`src/rtl/mole_game_core_if.sv`:
```
// mole_game_core_if: game control/status bundle between the
// top-level glue (master) and the game engine (slave).
interface mole_game_core_if #(
  parameter int N_MOLES = 16
);
  logic               start_i;
  logic [1:0]         mode_i;
  logic [N_MOLES-1:0] whack_i;
  logic [N_MOLES-1:0] moles_o;
  logic [1:0]         state_o;
  logic [6:0]         seconds_left_o;
  logic [13:0]        score_o;
  logic [13:0]        misses_o;
  logic               round_done_o;
  logic [13:0]        high_score_o;

  modport master (
    output start_i, mode_i, whack_i,
    input  moles_o, state_o, seconds_left_o,
    input  score_o, misses_o, round_done_o,
    input  high_score_o
  );

  modport slave (
    input  start_i, mode_i, whack_i,
    output moles_o, state_o, seconds_left_o,
    output score_o, misses_o, round_done_o,
    output high_score_o
  );
endinterface

```
`src/rtl/mole_game_core.sv`:
```
// mole_game_core: whack-a-mole sequencer, mole placer and scorer.
// Optional HIGH_SCORE_EN macro adds a best-score register.
module mole_game_core #(
  parameter int N_MOLES       = 16,
  parameter int ROUND_SECONDS = 30,
  parameter int TICKS_PER_SEC = 100000000
) (
  input logic clock_i,
  input logic reset_i,
  mole_game_core_if.slave bus
);
  localparam int LB   = $clog2(N_MOLES);
  localparam int HALF = TICKS_PER_SEC / 2;
  localparam int PW   = $clog2(HALF + 1);

  typedef enum logic [1:0] {
    IDLE = 2'b00,
    CD   = 2'b01,
    PLAY = 2'b10,
    OVER = 2'b11
  } state_t;

  state_t             state;
  logic [15:0]        lfsr;
  logic               start_prev;
  logic [N_MOLES-1:0] whack_prev;
  logic [1:0]         mode;
  logic [PW-1:0]      pre_cnt;
  logic               half_odd;
  logic [1:0]         step_cnt;
  logic [6:0]         seconds;
  logic [13:0]        score;
  logic [13:0]        misses;
  logic [N_MOLES-1:0] moles;
  logic               round_done;

  logic               go;
  logic               half_tick;
  logic               sec_tick;
  logic               enter_over;
  logic               step_due;
  logic [N_MOLES-1:0] toggles;
  logic [N_MOLES-1:0] hits;
  logic [N_MOLES-1:0] wrong;
  logic [N_MOLES-1:0] new_set;

  function automatic logic [5:0] pop(
    input logic [N_MOLES-1:0] v
  );
    logic [5:0] c;
    c = '0;
    for (int k = 0; k < N_MOLES; k++)
      c = c + 6'(v[k]);
    return c;
  endfunction

  function automatic logic [13:0] sat_add(
    input logic [13:0] a,
    input logic [5:0]  b
  );
    logic [14:0] s;
    s = {1'b0, a} + {9'd0, b};
    return (s > 15'd9999) ? 14'd9999 : s[13:0];
  endfunction

  assign go        = bus.start_i & ~start_prev
                   & (bus.mode_i != 2'b00);
  assign half_tick = (pre_cnt == PW'(HALF - 1));
  assign sec_tick  = half_tick & half_odd;
  assign enter_over = (state == PLAY) & sec_tick
                    & (seconds == 7'd1);
  assign toggles   = bus.whack_i ^ whack_prev;
  assign hits      = toggles & moles;
  assign wrong     = toggles & ~moles;

  // Next mole set and step cadence from the latched mode.
  always_comb begin
    new_set = '0;
    new_set[lfsr[LB-1:0]] = 1'b1;
    if (mode == 2'b11)
      new_set[lfsr[2*LB-1:LB]] = 1'b1;
    case (mode)
      2'b01:   step_due = (step_cnt == 2'd3);
      2'b10:   step_due = (step_cnt == 2'd1);
      default: step_due = 1'b1;
    endcase
  end

  // Game sequencer, timebase, LFSR and scoring.
  always_ff @(posedge clock_i) begin
    if (reset_i) begin
      state      <= IDLE;
      lfsr       <= 16'hACE1;
      start_prev <= bus.start_i;
      whack_prev <= bus.whack_i;
      mode       <= 2'b00;
      pre_cnt    <= '0;
      half_odd   <= 1'b0;
      step_cnt   <= 2'd0;
      seconds    <= 7'd0;
      score      <= 14'd0;
      misses     <= 14'd0;
      moles      <= '0;
      round_done <= 1'b0;
    end else begin
      lfsr <= {lfsr[14:0],
               lfsr[15] ^ lfsr[13] ^ lfsr[12] ^ lfsr[10]};
      start_prev <= bus.start_i;
      whack_prev <= bus.whack_i;
      round_done <= 1'b0;
      if (half_tick) begin
        pre_cnt  <= '0;
        half_odd <= ~half_odd;
      end else begin
        pre_cnt <= pre_cnt + PW'(1);
      end
      unique case (state)
        IDLE, OVER: begin
          if (go) begin
            state    <= CD;
            mode     <= bus.mode_i;
            seconds  <= 7'd3;
            score    <= 14'd0;
            misses   <= 14'd0;
            moles    <= '0;
            pre_cnt  <= '0;
            half_odd <= 1'b0;
          end
        end
        CD: begin
          if (sec_tick) begin
            if (seconds == 7'd1) begin
              state    <= PLAY;
              seconds  <= 7'(ROUND_SECONDS);
              moles    <= new_set;
              pre_cnt  <= '0;
              half_odd <= 1'b0;
              step_cnt <= 2'd0;
            end else begin
              seconds <= seconds - 7'd1;
            end
          end
        end
        PLAY: begin
          if (enter_over) begin
            state      <= OVER;
            seconds    <= 7'd0;
            moles      <= '0;
            round_done <= 1'b1;
          end else begin
            if (sec_tick)
              seconds <= seconds - 7'd1;
            score  <= sat_add(score, pop(hits));
            misses <= sat_add(misses, pop(wrong));
            if (half_tick)
              step_cnt <= step_due ? 2'd0
                                   : step_cnt + 2'd1;
            if (half_tick && step_due)
              moles <= new_set;
            else
              moles <= moles & ~hits;
          end
        end
      endcase
    end
  end

`ifdef HIGH_SCORE_EN
  logic [13:0] high;

  // Best score since reset, captured as a round ends.
  always_ff @(posedge clock_i) begin
    if (reset_i)
      high <= 14'd0;
    else if (enter_over && score > high)
      high <= score;
  end

  assign bus.high_score_o = high;
`else
  assign bus.high_score_o = 14'd0;
`endif

  assign bus.moles_o        = moles;
  assign bus.state_o        = state;
  assign bus.seconds_left_o = seconds;
  assign bus.score_o        = score;
  assign bus.misses_o       = misses;
  assign bus.round_done_o   = round_done;
endmodule
```
`src/flat_wrapper.sv`:
```
// flat-port wrapper written by rule: the top's interface ports become plain ports
module mole_game_core_flat 
#(
  parameter int N_MOLES       = 16,
  parameter int ROUND_SECONDS = 30,
  parameter int TICKS_PER_SEC = 100000000
)
  (clock_i, reset_i, bus_start_i, bus_mode_i, bus_whack_i, bus_moles_o, bus_state_o, bus_seconds_left_o, bus_score_o, bus_misses_o, bus_round_done_o, bus_high_score_o);
  mole_game_core_if #(.N_MOLES(N_MOLES)) bus_i ();
  input logic clock_i;
  input logic reset_i;
  input wire logic [$bits(bus_i.start_i)-1:0] bus_start_i;
  input wire logic [$bits(bus_i.mode_i)-1:0] bus_mode_i;
  input wire logic [$bits(bus_i.whack_i)-1:0] bus_whack_i;
  output wire logic [$bits(bus_i.moles_o)-1:0] bus_moles_o;
  output wire logic [$bits(bus_i.state_o)-1:0] bus_state_o;
  output wire logic [$bits(bus_i.seconds_left_o)-1:0] bus_seconds_left_o;
  output wire logic [$bits(bus_i.score_o)-1:0] bus_score_o;
  output wire logic [$bits(bus_i.misses_o)-1:0] bus_misses_o;
  output wire logic [$bits(bus_i.round_done_o)-1:0] bus_round_done_o;
  output wire logic [$bits(bus_i.high_score_o)-1:0] bus_high_score_o;
  assign bus_i.start_i = bus_start_i;
  assign bus_i.mode_i = bus_mode_i;
  assign bus_i.whack_i = bus_whack_i;
  assign bus_moles_o = bus_i.moles_o;
  assign bus_state_o = bus_i.state_o;
  assign bus_seconds_left_o = bus_i.seconds_left_o;
  assign bus_score_o = bus_i.score_o;
  assign bus_misses_o = bus_i.misses_o;
  assign bus_round_done_o = bus_i.round_done_o;
  assign bus_high_score_o = bus_i.high_score_o;
  mole_game_core #(.N_MOLES(N_MOLES), .ROUND_SECONDS(ROUND_SECONDS), .TICKS_PER_SEC(TICKS_PER_SEC)) u_core (.clock_i(clock_i), .reset_i(reset_i), .bus(bus_i));
endmodule
```
`config.mk`:
```
export PLATFORM = sky130hd
export DESIGN_NAME = mole_game_core_flat
export DESIGN_NICKNAME = d
export VERILOG_FILES = /design/src/rtl/mole_game_core_if.sv /design/src/rtl/mole_game_core.sv /design/src/flat_wrapper.sv
export SDC_FILE = /design/constraint.sdc
export NUM_CORES = 1
export LEC_CHECK = 0
export CAP_MARGIN = 20
export CORE_MARGIN = 8
export CORE_UTILIZATION = 30
export CTS_CLUSTER_SIZE = 12
export DETAILED_ROUTE_END_ITERATION = 10
export SKIP_LAST_GASP = 1
export SYNTH_ARGS = -nofsm -noshare
export SYNTH_HDL_FRONTEND = slang
export SYNTH_SLANG_ARGS = --single-unit
export TNS_END_PERCENT = 10
```
`constraint.sdc`:
```
create_clock -name clock_i -period 9.56 [get_ports clock_i]
set_input_delay 1.912 -clock clock_i [delete_from_list [all_inputs] [get_ports clock_i]]
set_output_delay 1.912 -clock clock_i [all_outputs]
set_load 0.005 [all_outputs]
```
======== Word level (Yosys, flattened, before mapping) ========
Index checks and enable logic that the tools add are counted.
storage, ports and cells
  register bits after elaboration ......... 118
  bits in latches ......................... 0
  RAM bits ................................ 0
  bits in read-only memories .............. 0
  input bits .............................. 21
  logic and storage cells ................. 151
  memories kept ........................... 0
operators by class
  add/subtract/negate cells ............... 35
  $mul .................................... 0
  divide/modulo/power cells ............... 0
  magnitude comparators ................... 6
  eq/ne operators ......................... 17
  shifts and indexed selects .............. 0
  multiplexer cells ....................... 47
  bitwise logic cells ..................... 18
  reductions and logical operators ........ 15
operators with widths
  kind                                                             count
  adder 6 x 1 -> 6 bit                                             28
  two-way mux 26 bit                                               4
  two-way mux 16 bit                                               6
  two-way mux 14 bit                                               5
  one-hot mux 14 bit (2 select lines)                              2
  one-hot mux 26 bit (2 select lines)                              1
  bitwise AND 16 bit                                               3
  one-hot mux 16 bit (3 select lines)                              1
  two-way mux 7 bit                                                5
  NOT 16 bit                                                       2
  adder 14 x 6 -> 15 bit                                           2
  greater-than comparator 15 x 14 -> 1 bit, second input constant  2
  adder 26 x 1 -> 26 bit, second input constant                    1
  == test 26 bit, second input constant                            1
  one-hot mux 7 bit (3 select lines)                               1
  two-way mux 2 bit                                                9
  bitwise OR 16 bit                                                1
  bitwise XOR 16 bit                                               1
  == test 2 bit, second input constant                             5
  less-than comparator 4 x 5 -> 1 bit, second input constant       2
  inequality test 2 x 1 -> 1 bit, second input constant            5
  AND reduction 3 bit                                              3
  demux 1 bit (select 4 bit)                                       2
  >= comparator 4 x 1 -> 1 bit, second input constant              2
  other kinds (21)                                                 44

======== Logic depth before layout (Yosys ltp) ========
Gate-level depths: netlist of the first run.
  depth after elaboration ................. 22
  depth in mapped cells ................... 26

======== Worst setup path before layout of the first run ========
No wires, ideal clock.
  path kind ............................... input-to-reg
  from .................................... in bus_whack_i[0]
  to ...................................... reg u_core.misses[5], in the netlist u_core.bus.misses_o[5]
  setup time .............................. 69 ps
  data arrival time ....................... 7643 ps
  data required time ...................... 9491 ps
  setup slack ............................. 1848 ps
  cell stages on the path ................. 22
  buffers on the path ..................... 0
  cell sequence ........................... xor2_1 -> nor2b_1 -> ha_1 -> inv_1 -> fa_1 -> fa_1 -> fa_1 -> inv_1 -> fa_1 -> fa_1 -> inv_1 -> fa_1 -> inv_1 -> fa_1 -> a32oi_2 -> a21oi_2 -> a31o_1 -> or3_1 -> a31o_1 -> a211o_1 -> or3_1 -> o21ai_1
between the ends
  word-level cells in the longest chain between the ends .. 22
RTL lines
  element                                   RTL line               text
  start: declaration                        flat_wrapper.sv:14     input wire logic [$bits(bus_i.whack_i)-1:0] bus_whack_i;
  bitwise XOR 16 bit *                      mole_game_core.sv:72   assign toggles = bus.whack_i ^ whack_prev;
  bitwise AND 16 bit *                      mole_game_core.sv:74   assign wrong = toggles & ~moles;
  adder 1 x 1 -> 2 bit *                    mole_game_core.sv:53   c = c + 6'(v[k]);
  adder 6 x 1 -> 6 bit * (14 in a row)      mole_game_core.sv:53
  adder 14 x 6 -> 15 bit *                  mole_game_core.sv:62   s = {1'b0, a} + {9'd0, b};
  greater-than comparator 15 x 14 -> 1 bit  mole_game_core.sv:63   return (s > 15'd9999) ? 14'd9999 : s[13:0];
  two-way mux 14 bit *                      mole_game_core.sv:63
  two-way mux 14 bit *                      mole_game_core.sv:145  if (enter_over) begin
  one-hot mux 14 bit (2 select lines) *     mole_game_core.sv:117  unique case (state)
  end signal: assignment                    mole_game_core.sv:154  misses <= sat_add(misses, pop(wrong));
  end: declaration                          mole_game_core.sv:33   logic [13:0] misses;
Mark *: on every way between the ends. The rest lies on a longest branch, timed or not. The select of a mux whose other input is x is not followed.
A chain may end at the register's enable or synchronous reset.

======== Worst setup path after layout of the first run ========
  from .................................... in bus_whack_i[1]
  to ...................................... reg u_core.score[5], in the netlist u_core.bus.score_o[5]
between the ends
  word-level cells in the longest chain between the ends .. 22
RTL lines
  element                                   RTL line               text
  bitwise XOR 16 bit *                      mole_game_core.sv:72
  bitwise AND 16 bit *                      mole_game_core.sv:73   assign hits = toggles & moles;
  adder 1 x 1 -> 2 bit *                    mole_game_core.sv:53
  adder 6 x 1 -> 6 bit * (14 in a row)      mole_game_core.sv:53
  adder 14 x 6 -> 15 bit *                  mole_game_core.sv:62
  greater-than comparator 15 x 14 -> 1 bit  mole_game_core.sv:63
  two-way mux 14 bit *                      mole_game_core.sv:63
  two-way mux 14 bit *                      mole_game_core.sv:145
  one-hot mux 14 bit (2 select lines) *     mole_game_core.sv:117
  end signal: assignment                    mole_game_core.sv:153  score <= sat_add(score, pop(hits));
  end: declaration                          mole_game_core.sv:32   logic [13:0] score;
Marks and branches as above.

==> metrics.cfg, run 1 <==
[power_and_ir_drop]
seqPwrFrac=0.292
p_int_uw=1210
power_density_mw_per_mm2=219
p_sw_frac=0.354
p_switching_uw=663
leakagePower_uw=0.00336
clkPwrFrac=0.349
finalPower_uw=1870
ir_drop_mv=0.108
p_comb_frac=0.359

[synth]
synth_largest_area_cell=dfxtp_1
yosys.area.top_type_share=0.338
yosysWarnings=0
async_flop_share=0
synth-seq-cells=118
synth.yosys.seq_area_share=0.338
synthTopCellsByArea=dfxtp_1 (34%), fa_1 (6.3%), ha_1 (5.5%)
syn_area_mm2=0.00700
synth_edf_count=0
synthFlopType=dfxtp_1
synthCells=812
yosys.cell_types.count=78
avgSynthCellArea_um2=8.62

[routing]
dr.pass1.iters=4
wirelength_mm=17.7
vias=5822
antenna_left=0
vias_per_cell=4.82
wl_per_cell_um=14.7
drt_iter0_markers=313
drc=0

[setup_path]
r2r-start=u_core.whack_prev[1]$_DFF_P_
critPathRequiredTime_ns=9.87
crit_path_start=bus_whack_i[1]
r2r_setup_slack_ns=2.82
crit_type=in2reg
crit_arrival_ns=8.70
crit_fanout=15
cp-end-kind=flop
r2r_end=u_core.bus.score_o[5]$_SDFFE_PP0P_
reg2reg_depth=20
endpoint=u_core.bus.score_o[5]$_SDFFE_PP0P_
crit_path_start_kind=input port

[sta]
slew_viol_final=0
clock_skew_ns=0.0117
hold_viol_final=0
tightest_slew_ns=0.922
slew_headroom=0.385
fin_crit_ns=8.40
setup_viol=0
grt_setup_unrepaired=false
max_freq_ghz=0.119
worst_slack_ns=1.16
period_share=0.878
finalSetupTns_ns=0

[clocking]
cts_made_buffers=17
cts_sinks=118
cts_max_path_buffers=2
cts-resized-gates=0
clock_latency_ns=0.42
cts.root.buffer_cell=clkbuf_16
ctsHoldBuffers=0
htreeDepth=4
cts_tree=built
path_clk_slew_ns=0.06
post-cts-setup-buffers=0

[place]
dp_worst_setup_slack_ns=0.712
gp_routability_congestion=0.860
detailed_place_hpwl_mm=13.1
io_buffers=74

[floorplanning]
die-area_mm2=0.0285
rows=56
coreArea_mm2=0.0232
die_h_um=169
initial_core_util=0.302
die_w_um=169
io_pins=89

[global_route]
grt_pass1_vias=5634
groute.usage.overall=0.125
grt_max_degree=62
grt_overflow=0
grt_pass1_wl_mm=28.8
antenna_found_initial=0

[layout]
drive_above_1_share=0.0709
finalNetCount=950
area_growth_pct=22.2
final_cell_mix=dfxtp_1 (118), nor2_1 (80), clkdlybuf4s50_1 (73)
final_common_cell=dfxtp_1
diodes=0

[flow_run]
maxCapViolations=0

[min_path]
min-delay-path-class=reg2reg

[status]
outcome=complete, no violations

-- power groups by stage --
stage	clock network, uW	logic [uW]	registers [uW]
final	654	672	548
after global routing	693	757	551
after CTS	668	681	548
after detailed placement	0	677	558
after global placement	0	671	558
after floorplan	0	510	551
-- layout make-up --
class                           count  area (um2)
Clock buffer                       22         474
Clock inverter                      9         125
Fill cell                        2382       14600
Inverter                           47         176
Multi-Input combinational cell    616        4260
Sequential cell                   118        2360
Tap cell                          319         399
Timing Repair Buffer               76         751
-- how the worst min path moves through the flow --
stage,startpoint,to,cells past startpoint
global placement,u_core.lfsr[9]$_SDFF_PP0_,u_core.lfsr[10]$_SDFF_PP1_,1
detailed placement,u_core.lfsr[14]$_SDFF_PP0_,u_core.lfsr[15]$_SDFF_PP1_,1
finish,u_core.lfsr[14]$_SDFF_PP0_,u_core.lfsr[15]$_SDFF_PP1_,1
floorplan,u_core.lfsr[9]$_SDFF_PP0_,u_core.lfsr[10]$_SDFF_PP1_,1
global route,u_core.lfsr[14]$_SDFF_PP0_,u_core.lfsr[15]$_SDFF_PP1_,1
CTS,u_core.lfsr[14]$_SDFF_PP0_,u_core.lfsr[15]$_SDFF_PP1_,1
-- worst max-delay path, stage by stage --
cell,delay (ns)
clkdlybuf4s50_1,0.49
xor2_1,0.20
and2_1,0.17
ha_1,0.23
inv_1,0.08
fa_1,0.44
fa_1,0.58
fa_1,0.45
fa_1,0.49
fa_1,0.44
fa_1,0.50
inv_1,0.07
fa_1,0.44
a41o_1,0.26
a21oi_1,0.46
o2111ai_1,0.19
o211a_1,0.18
o2bb2a_2,0.27
o22ai_2,0.52
o311ai_0,0.19
o21a_1,0.14
-- through the flow --
stage | cells | cell area [um2] | util | hold slack, ns
after detailed placement | 1176 | 7950 | 0.343 | 0.397
after floorplan | 825 | 7050 | - | 0.389
after CTS | 1207 | 8550 | 0.369 | 0.411
after global placement | 1176 | 7950 | 0.343 | 0.397
final | 1207 | 8550 | 0.369 | 0.409
after global routing | 1207 | 8550 | 0.369 | 0.429
-- cells in the mapped netlist, types with 13 or more instances --
cell / n
dfxtp_1: 118
nor2_1: 80
nand2_1: 65
inv_1: 46
o21ai_0: 38
xor2_1: 38
a21oi_1: 32
ha_1: 31
nor2b_1: 27
nand2b_1: 23
nand3_1: 23
fa_1: 22
clkbuf_1: 20
a22oi_1: 18
xnor2_1: 17
buf_4: 16
nand4_1: 13
-- cells by family (layout without fill, tap and decap cells) --
logic type / Yosys count / count (layout) / share of synthesized area
other cells: 1 / 14 / 0.000536
xor+xnor: 55 / 55 / 0.0688
fa+ha+maj: 53 / 53 / 0.118
simple gates: 298 / 298 / 0.218
buf+inv: 91 / 154 / 0.0606
flops: 118 / 118 / 0.338
mux: 8 / 8 / 0.0118
compound gates: 188 / 188 / 0.185
-- flip-flops by register name, indices dropped and copies added (netlist names), 7 cells and up --
name	count
u_core.whack_prev	16
u_core.bus.seconds_left_o	7
u_core.pre_cnt	26
u_core.lfsr	16
u_core.bus.score_o	14
u_core.bus.moles_o	16
u_core.bus.misses_o	14
-- layer usage --
layer	track usage	part of all wire
met5	0	0
met4	0.0481	0.017
met3	0.0347	0.064
met2	0.206	0.46
met1	0.154	0.46
(Power assumes the default switching activity.)
==> run 2: changes to the inputs <==
DONT_BUFFER_PORTS = 1   (was not set)
==> metrics.cfg, run 2 (synthesized netlist as in run 1, its figures left out) <==
[status]
outcome=complete, no violations

[min_path]
whs_path_depth=1
hold_start=u_core.lfsr[9]$_SDFF_PP0_
min-delay-path-class=reg2reg
whs_endpoint=u_core.lfsr[10]$_SDFF_PP1_

[sta]
slew_headroom=0.368
max_freq_ghz=0.127
tightest_slew_ns=0.947
finalSetupTns_ns=0
finalHoldWorstSlack_ns=0.409
worst_slack_ns=1.69
hold_viol_final=0
slew_viol_final=0
fin_crit_ns=7.87
setup_viol=0
grt_setup_unrepaired=false
clock_skew_ns=0.0122
period_share=0.823

[setup_path]
cp-end-kind=flop
r2r_end=u_core.bus.misses_o[8]$_SDFFE_PP0P_
crit_path_start_kind=input port
critPathRequiredTime_ns=9.85
r2r-start=u_core.whack_prev[0]$_DFF_P_
crit_arrival_ns=8.15
crit_type=in2reg
crit_path_start=bus_whack_i[0]
r2r_setup_slack_ns=2.85
crit_fanout=14
reg2reg_depth=22

[layout]
largest_reg_flops=26
final_common_cell=dfxtp_1
finalNetCount=875
area_growth_pct=10.9
top_register=u_core.pre_cnt
drive_above_1_share=0.0786
diodes=0
final_cell_mix=dfxtp_1 (118), nor2_1 (80), nand2_1 (65)
fin_area_mm2=0.00776

[floorplanning]
initial_core_util=0.302
die_w_um=169
coreArea_mm2=0.0232
die-area_mm2=0.0285
io_pins=89
die_h_um=169
rows=56

[routing]
vias=5599
dr.pass1.iters=4
drt_iter0_markers=342
drc=0
vias_per_cell=4.94
wirelength_mm=17.7
wl_per_cell_um=15.6
antenna_left=0

[global_route]
antenna_found_initial=0
grt_overflow=0
grt_max_degree=62
grt_pass1_wl_mm=29.0
groute.usage.overall=0.127
grt_pass1_vias=5473

[clocking]
cts_tree=built
ctsHoldBuffers=0
path_clk_slew_ns=0.06
cts.root.buffer_cell=clkbuf_16
cts_max_path_buffers=2
cts_made_buffers=17
cts-resized-gates=0
clock_latency_ns=0.43
post-cts-setup-buffers=0
cts_sinks=118
htreeDepth=4

[place]
dp_worst_setup_slack_ns=1.23
post_dp_cell_area_mm2=0.00720
io_buffers=0
detailed_place_hpwl_mm=13.1
gp_routability_congestion=0.840

[power_and_ir_drop]
p_sw_frac=0.385
p_int_uw=1100
p_comb_frac=0.355
ir_drop_mv=0.107
power_density_mw_per_mm2=231
finalPower_uw=1790
seqPwrFrac=0.307
p_switching_uw=690
leakagePower_uw=0.00306
clkPwrFrac=0.337

[flow_run]
maxCapViolations=0

-- run 2: cell types whose count changed in the layout (fill, tap and decap cells not counted) --
cell,change
clkdlybuf4s50_1,-73
inv_6,+7
bufinv_16,-3
clkinv_2,-3
clkinvlp_4,+3
clkbuf_1,-2
clkbuf_8,-2
buf_2,-1
buf_4,-1
inv_8,+1
-- run 2: cell type report --
cell class	instances	area, um2
Inverter	47	176
Fill cell	2377	15400
Clock inverter	14	115
Sequential cell	118	2360
Clock buffer	18	439
Multi-Input combinational cell	616	4260
Tap cell	319	399
Timing Repair Buffer	1	7.51
-- run 2: how the worst max path moves through the flow --
stage,to,slack (ns)
floorplan,u_core.bus.misses_o[5]$_SDFFE_PP0P_,1.85
global placement,u_core.bus.score_o[5]$_SDFFE_PP0P_,1.25
detailed placement,u_core.bus.score_o[5]$_SDFFE_PP0P_,1.23
CTS,u_core.bus.score_o[5]$_SDFFE_PP0P_,1.68
global route,u_core.bus.score_o[5]$_SDFFE_PP0P_,1.37
finish,u_core.bus.misses_o[8]$_SDFFE_PP0P_,1.69
-- run 2: power groups by stage --
stage	registers, uW	logic [uW]	clock network [uW]
global route	558	725	641
CTS	552	643	617
floorplan	551	510	0
detailed placement	563	641	0
global placement	563	629	0
finish	551	636	605
-- run 2: per-layer routing --
layer  wire length, um  GRT usage  up-vias
met2              8190      0.203      135
li1                  -          -     2789
met3              1490     0.0491       24
met1              7710      0.152     2651
met4               271     0.0450        0
met5                 0          0        -
-- run 2: through the flow --
step | util | instances
CTS | 0.335 | 1133
global route | 0.335 | 1133
detailed placement | 0.311 | 1101
finish | 0.335 | 1133
global placement | 0.311 | 1101
floorplan | - | 825
-- run 2: critical path, stage by stage --
cell      delay [ns]
xor2_1          0.14
nor2b_1         0.14
ha_1            0.28
inv_1           0.05
fa_1            0.50
fa_1            0.56
fa_1            0.56
inv_1           0.06
fa_1            0.56
fa_1            0.20
inv_1           0.06
fa_1            0.47
inv_1           0.07
fa_1            0.46
a32oi_2         0.33
a21oi_2         0.13
a31o_1          0.24
or3_1           0.31
a31o_1          0.25
a21oi_2         0.53
a21boi_0        0.26
o21ai_1         0.08
